File: config.mk
export PLATFORM = sky130hd
export DESIGN_NAME = mdu_seq_ctrl
export DESIGN_NICKNAME = d
export VERILOG_FILES = /design/src/rtl/mdu_seq_ctrl.sv
export SDC_FILE = /design/constraint.sdc
export NUM_CORES = 1
export LEC_CHECK = 0
export BUFFER_PORTS_ARGS = -buffer_cell sky130_fd_sc_hd__buf_2
export CELL_PAD_IN_SITES_DETAIL_PLACEMENT = 0
export CELL_PAD_IN_SITES_GLOBAL_PLACEMENT = 1
export CORE_UTILIZATION = 35
export CTS_BUF_LIST = sky130_fd_sc_hd__clkbuf_8
export DETAILED_ROUTE_END_ITERATION = 8
export GPL_ROUTABILITY_DRIVEN = 0
export PLACE_DENSITY = 0.68
export SYNTH_ARGS = -nofsm -noshare
export SYNTH_HDL_FRONTEND = slang
export SYNTH_SLANG_ARGS = --single-unit
File: constraint.sdc
create_clock -name clk -period 5.5 [get_ports clk]
set_clock_uncertainty 0.1 [all_clocks]
set_input_delay 0.55 -clock clk [delete_from_list [all_inputs] [get_ports clk]]
set_output_delay 0.55 -clock clk [all_outputs]
set_load 0.01 [all_outputs]
File: src/rtl/mdu_seq_ctrl.sv
// Multi-cycle multiply/divide sequencer: shift-add multiplier and restoring divider.
// Optional macro MDU_ZERO_SKIP_EN: zero-operand requests bypass PREP/RUN and go straight to FIX.

module mdu_seq_ctrl #(
  parameter int unsigned WIDTH  = 32,
  parameter logic [2:0]  OP_MUL = 3'b010,
  parameter logic [2:0]  OP_DIV = 3'b011
) (
  input  logic             clk,
  input  logic             reset,
  input  logic             start,
  input  logic [2:0]       aluCtrl,
  input  logic [WIDTH-1:0] src1,
  input  logic [WIDTH-1:0] src2,
  output logic             busy,
  output logic             done,
  output logic [WIDTH-1:0] res_a,
  output logic [WIDTH-1:0] res_b,
  output logic             div_zero
);

  localparam int unsigned CW = (WIDTH > 1) ? $clog2(WIDTH) : 1;
  localparam int unsigned W2 = 2 * WIDTH;

  typedef enum logic [2:0] {
    S_IDLE = 3'd0,
    S_PREP = 3'd1,
    S_RUN  = 3'd2,
    S_FIX  = 3'd3,
    S_DONE = 3'd4
  } state_t;

  state_t           r_state;
  logic             r_is_div;
  logic [WIDTH-1:0] r_src1;
  logic [WIDTH-1:0] r_src2;
  logic             r_neg_a;
  logic             r_neg_b;
  logic [WIDTH-1:0] r_mcand;
  logic [W2-1:0]    r_acc;
  logic [WIDTH-1:0] r_rem;
  logic [CW-1:0]    r_cnt;

  logic             w_req;
  logic             w_skip;
  logic [WIDTH-1:0] w_mag1;
  logic [WIDTH-1:0] w_mag2;
  logic [WIDTH:0]   w_add;
  logic [WIDTH:0]   w_shift;
  logic             w_ge;
  logic [WIDTH-1:0] w_diff;
  logic [WIDTH-1:0] w_rem_nxt;
  logic [W2-1:0]    w_prod;
  logic [WIDTH-1:0] w_quo;
  logic [WIDTH-1:0] w_rmd;

  assign w_req = start && ((aluCtrl == OP_MUL) || (aluCtrl == OP_DIV));

`ifdef MDU_ZERO_SKIP_EN
  assign w_skip = (src2 == '0) || ((src1 == '0) && (aluCtrl == OP_MUL));
`else
  assign w_skip = 1'b0;
`endif

  // Unsigned magnitudes; the most negative value maps to 2^(WIDTH-1), which still fits.
  assign w_mag1 = r_src1[WIDTH-1] ? -r_src1 : r_src1;
  assign w_mag2 = r_src2[WIDTH-1] ? -r_src2 : r_src2;

  // Multiply step: conditionally add multiplicand into the high half, then shift right.
  assign w_add = {1'b0, r_acc[W2-1:WIDTH]} + (r_acc[0] ? {1'b0, r_mcand} : '0);

  // Divide step: shift next dividend bit into the partial remainder and trial-subtract.
  assign w_shift   = {r_rem, r_acc[WIDTH-1]};
  assign w_ge      = (w_shift >= {1'b0, r_mcand});
  assign w_diff    = WIDTH'(w_shift - {1'b0, r_mcand});
  assign w_rem_nxt = w_ge ? w_diff : w_shift[WIDTH-1:0];

  assign w_prod = r_neg_a ? -r_acc : r_acc;
  assign w_quo  = r_neg_a ? -r_acc[WIDTH-1:0] : r_acc[WIDTH-1:0];
  assign w_rmd  = r_neg_b ? -r_rem : r_rem;

  always_ff @(posedge clk) begin
    if (reset) begin
      r_state  <= S_IDLE;
      busy     <= 1'b0;
      done     <= 1'b0;
      res_a    <= '0;
      res_b    <= '0;
      div_zero <= 1'b0;
      r_cnt    <= '0;
      r_is_div <= 1'b0;
      r_src1   <= '0;
      r_src2   <= '0;
      r_neg_a  <= 1'b0;
      r_neg_b  <= 1'b0;
      r_mcand  <= '0;
      r_acc    <= '0;
      r_rem    <= '0;
    end else begin
      case (r_state)
        S_IDLE, S_DONE: begin
          done <= 1'b0;
          if (w_req) begin
            r_src1   <= src1;
            r_src2   <= src2;
            r_is_div <= (aluCtrl == OP_DIV);
            div_zero <= 1'b0;
            busy     <= 1'b1;
            // Zeroed datapath doubles as the zero result on the skip path.
            r_acc    <= '0;
            r_rem    <= '0;
            r_neg_a  <= 1'b0;
            r_neg_b  <= 1'b0;
            r_state  <= w_skip ? S_FIX : S_PREP;
          end else begin
            busy    <= 1'b0;
            r_state <= S_IDLE;
          end
        end

        S_PREP: begin
          r_neg_a <= r_src1[WIDTH-1] ^ r_src2[WIDTH-1];
          r_neg_b <= r_is_div & r_src1[WIDTH-1];
          r_mcand <= r_is_div ? w_mag2 : w_mag1;
          r_acc   <= {{WIDTH{1'b0}}, (r_is_div ? w_mag1 : w_mag2)};
          r_rem   <= '0;
          r_cnt   <= '0;
          r_state <= S_RUN;
        end

        S_RUN: begin
          if (r_is_div) begin
            r_rem             <= w_rem_nxt;
            r_acc[WIDTH-1:0]  <= {r_acc[WIDTH-2:0], w_ge};
          end else begin
            r_acc <= {w_add, r_acc[WIDTH-1:1]};
          end
          r_cnt <= r_cnt + CW'(1);
          if (r_cnt == CW'(WIDTH - 1)) begin
            r_state <= S_FIX;
          end
        end

        S_FIX: begin
          if (r_is_div) begin
            if (r_src2 == '0) begin
              res_a    <= '1;
              res_b    <= r_src1;
              div_zero <= 1'b1;
            end else begin
              res_a <= w_quo;
              res_b <= w_rmd;
            end
          end else begin
            res_a <= w_prod[W2-1:WIDTH];
            res_b <= w_prod[WIDTH-1:0];
          end
          busy    <= 1'b0;
          done    <= 1'b1;
          r_state <= S_DONE;
        end

        default: begin
          busy    <= 1'b0;
          done    <= 1'b0;
          r_state <= S_IDLE;
        end
      endcase
    end
  end

endmodule

-- Yosys cells after proc, flatten, opt, wreduce, memory -nomap -nowiden
Cells that the tools add are included.
- word-level logic and storage cells: 89
- output and inout port bits: 67
- flip-flop bits (word level): 270
- order comparisons: 1
- bitwise logic cells: 2
- eq/ne operators: 13
- add/sub/neg operators: 8
- reduce and logical (&&, ||, !) cells: 16
- mux-type cells: 33
- operators with widths (operator ; number):
    32-bit two-way mux ; 16
    64-bit one-hot mux with 3 select lines ; 1
    64-bit two-way mux ; 2
    32-bit negator ; 4
    32-bit one-hot mux with 3 select lines ; 1
    64-bit negator ; 1
    32-bit by 32-bit adder with 33-bit output ; 1
    33-bit by 32-bit greater-or-equal comparator with 1-bit output ; 1
    32-bit zero test ; 1
    32-bit subtractor ; 1
    3-bit by 2-bit == test with 1-bit output (second input constant) ; 4
    2-bit != test (second input constant) ; 6
    3-bit one-hot mux with 4 select lines ; 1
    1-bit one-hot mux with 2 select lines ; 5
    5-bit one-hot mux with 2 select lines ; 1
    2-bit AND reduction ; 3
    3-bit AND reduction ; 2
    2-bit nonzero test ; 3
    5-bit by 1-bit adder with 5-bit output (second input constant) ; 1
    5-bit == test (second input constant) ; 1
    1-bit two-way mux ; 5
    4-bit AND reduction ; 1
    2-bit OR reduction ; 2
    3-bit by 1-bit == test with 1-bit output (second input constant) ; 1
    other kinds (8) ; 8

-- Logic depth before layout (Yosys ltp)
- depth in word-level cells: 5
- depth in mapped cells: 15

-- Least setup slack after synthesis
OpenSTA, ideal clock, no wires.
- path type: flip-flop to flip-flop
- start point: register r_acc[0]
- end point: register r_acc[61]
- stages on the path, launching flop included: 15
- period minus slack after synthesis: 3.227 ns
- library setup time: 0.117 ns
- slack: 2.273 ns
- data arrival time: 3.010 ns
- cell sequence: dfxtp_1 clkbuf_1 inv_1 clkbuf_1 nor2_1 ha_1 a211oi_1 o21bai_1 a221oi_1 o31ai_1 a41oi_1 o221ai_1 a21oi_1 xnor2_1 a22o_1
- word-level cells in the longest chain between the ends: 4
- ends and longest elaborated chain (what ; line ; RTL):
    start: declaration ; 40 ; logic [W2-1:0] r_acc;
    start signal: assignment ; 125 ; r_acc <= {{WIDTH{1'b0}}, (r_is_div ? w_mag1 : w_mag2)};
    start signal: indexed assignment ; 134 ; r_acc[WIDTH-1:0] <= {r_acc[WIDTH-2:0], w_ge};
    start signal: assignment ; 136 ; r_acc <= {w_add, r_acc[WIDTH-1:1]};
    32-bit two-way mux ; 70 ; assign w_add = {1'b0, r_acc[W2-1:WIDTH]} + (r_acc[0] ? {1'b0, r_mcand} : '0);
    32-bit by 32-bit adder with 33-bit output ; 70 ;
    32-bit two-way mux ; 132 ; if (r_is_div) begin
    64-bit one-hot mux with 3 select lines ; 100 ; case (r_state)
No other way between the ends. The select of a mux whose other input is x is not followed.
A chain may end at the register's enable or synchronous reset.

-- Final worst setup path
Ends and elaborated chain as after synthesis.

==> results by group <==
Worst setup path
  – Worst setup SP type: flop
  – Crit Path Category: reg -> reg
  – Worst r2r src: r_acc[0]
  – Worst Setup SP: r_acc[0]
  – Peak fanout along the critical path: 31
  – CP endpoint kind: flop
  – Worst path required time: ~6 ns
  – CP arrival: approximately 4.5 ns

Global routing
  – Gr busiest metal: met1
  – GR Util met2: 0.371
  – Met3 Use GR: 0.0353
  – Grt ovf: 0
  – First-pass GRT wire length: 103000 µm
  – Vias in the first global route: around 16000
  – Initial antenna violation count: 2
  – Met1 Usage GRT: 0.375
  – GRT Total Usage: 0.255
  – Largest net degree at the start of global routing: approximately 150

Clock network
  – Cts bufs inserted: roughly 50
  – TritonCTS clock tree: built
  – Htree depth: 2
  – Clock sink total: 270
  – Clk_lat worst skew: approximately 0.65 ns
  – Root Driver: clkbuf_8
  – Hold-fix buffers, CTS: 0
  – Bufs on Longest Clock Path: 3
  – # Post-CTS Setup Buffers: 0
  – Post_cts resized: 0
  – Clock transition at the registers of the reported paths: 0.06 ns

Pwr
  – Pwr/cell area: 239 nW/µm²
  – Peak supply drop: around 0.14 mV
  – Static leakage: around 8.5 nW

Logic synthesis
  – Yosys cell types: between 80 and 90
  – Area leader, netlist: dfxtp_1
  – Largest family of logic cells by synthesized area: compound AO/OA/AOI/OAI gates
  – Yosys warns: 0
  – Yosys reg bits: 270
  – Post-synth EDFFs: 0
  – Top post-synthesis cells by area: dfxtp_1, nand2_1, a21oi_1, xnor2_1, o21ai_0
  – Main flop type after synthesis: dfxtp_1
  – Compound-gate portion of the synthesized area: 0.265
  – Mapped cell area: approximately 18000 µm²
  – Mean Syn Cell Area: roughly 7.6 µm²
  – Syn_nets: between 2000 and 3000
  – Top-area cell type share of the netlist area: 0.301
  – Async S/R FF share, synth: 0
  – Xor/xnor cell area share of the yosys netlist: 0.0979
  – Synth Area in Adders: 0.0509
  – Sequential-to-total area share from yosys stat: 0.301
  – Mapped Cells: approximately 2400
  – Post-synthesis simple-gate area fraction: 0.197
  – Multiplexer share of the synthesized area: 0.0402

Cells and area
  – Nets: approximately 2600
  – Area Growth Syn to Fin: 12.5%
  – Share of cells above drive strength 1: 0.124
  – Final instance area: between 20000 and 25000 µm²

Floorplan
  – Core area: about 50000 µm²
  – Die Wd: approximately 230 µm
  – Initial Util: 0.357
  – I/O Pins: approximately 140
  – Die extent in y: roughly 230 µm
  – Die ar.: 52300 µm²
  – Cell Rows: 82

Place
  – Cell area after placement: between 15000 and 20000 µm²
  – PortBufs: about 140
  – Dpl hpwl: 52300 µm

STA
  – Final worst-path cycle share: 0.743
  – Unrepaired setup endpoints after global routing: no
  – Final Setup Violations: 0
  – Slew Limit Fails: 0
  – Post-route minimum period: 4.09 ns
  – Slew margin rel.: 0.241
  – Fmax: ~0.24 GHz
  – Setup TNS: 0 ns
  – Fin. Hold Viols: 0
  – Worst Tran Pin Value: 1.14 ns

Route
  – DRT Wirelength: 68500 µm
  – Post-DRT Antenna Nets: 0
  – Wire length per cell: roughly 22 µm
  – # DRC: 0
  – Initial DRT Pass Iterations: 7
  – DR vias: approximately 18000
  – Vias per Instance: 5.73
  – DRT iter0 DRCs: between 1500 and 2000

Worst hold path
  – HP Start: src2[9]
  – Path category of the worst min-delay check: in -> reg

Outcome
  – Status: finished clean

Run
  – Max-cap violations: 0
-- synth_stat cells, types with 21 or more instances --
cell type and instances:
clkbuf_1 137, o21ai_0 178, a222oi_1 25, nand2_1 387, a21o_1 37, inv_1 64
o211ai_1 42, o41ai_1 23, dfxtp_1 270, xnor2_1 102, a21oi_1 224, xor2_1 99
ha_1 70, mux2_2 26, nor2_1 193, nor3_1 21, o31ai_1 47, mux2i_1 43
nand3_1 33, or3_1 26
-- worst paths after layout --
kind | cells past startpoint | slack, ns | to
min reg2reg | 2 | 0.33 | res_a[16]
max | 12 | 1.41 | r_acc[61]
min | 3 | 0.04 | r_src2[9]
max reg2reg | 12 | 1.41 | r_acc[61]
-- layout by cell type (no fill, tap or decap), drive strengths merged, types with 49 or more instances in the layout --
master,count
nand2,388
dfxtp,270
a21oi,224
nor2,195
o21ai,192
buf,155
xnor2,102
xor2,99
inv,76
ha,70
clkbuf,65
o211ai,49
-- worst max-delay path, cell delays in order (launching register included) --
cell	delay [ns]
dfxtp_1	0.42
inv_1	0.72
nor2_1	0.14
ha_1	0.41
a211oi_1	0.27
o21bai_1	0.13
a221oi_1	0.30
o31ai_1	0.22
a41oi_1	0.54
o221ai_1	0.23
a21oi_1	0.21
xnor2_1	0.08
a22o_1	0.19
-- per-layer routing --
metal,up-vias,share of wire
met5,-,0
met4,0,0.036
met3,113,0.070
met2,680,0.42
met1,8505,0.48
li1,8611,-
-- cell families after synthesis --
kind of cell | Yosys count
xor gates and xnor gates | 201
and+or+nand+nor | 790
muxes | 69
AOI/OAI and AO/OA | 745
DFF | 270
adders and majority gates | 72
buffers and inverters | 221
-- where the power goes --
| part | switching [mW] | total, mW | internal (mW) |
|---|---|---|---|
| Sequential | 0.0413 | 2.02 | 1.98 |
| Combinational | 0.401 | 0.589 | 0.188 |
| Clock | 0.943 | 2.23 | 1.29 |
-- flip-flops by register name, indices dropped and copies added (netlist names), 3 cells and up --
signal	flops
res_a	32
r_cnt	5
r_acc	64
r_src1	32
r_state	3
res_b	32
r_mcand	32
r_rem	32
r_src2	32
-- metrics by stage --
step | hold WS, ns | utilization | power (mW) | setup WS [ns] | std cells
global placement | 0.320 | 0.379 | 2.63 | 1.54 | 3039
CTS | 0.00409 | 0.401 | 4.88 | 1.43 | 3127
finish | 0.0415 | 0.402 | 4.84 | 1.41 | 3128
detailed placement | 0.327 | 0.379 | 2.64 | 1.46 | 3039
global route | 0.0289 | 0.401 | 5.03 | 1.12 | 3127
floorplan | 0.329 | - | 2.45 | 2.27 | 2368
-- layout make-up --
| type | instances | area (µm²) |
|---|---|---|
| inverters | 65 | 244 |
| well taps | 672 | 841 |
| diodes | 1 | 2.50 |
| clock buffers | 65 | 895 |
| multi-input cells | 1877 | 11700 |
| flip-flops and latches | 270 | 5410 |
| repair buffers | 155 | 855 |
| fillers | 5312 | 30100 |
| clock inverters | 23 | 236 |
(Power assumes the default switching activity.)
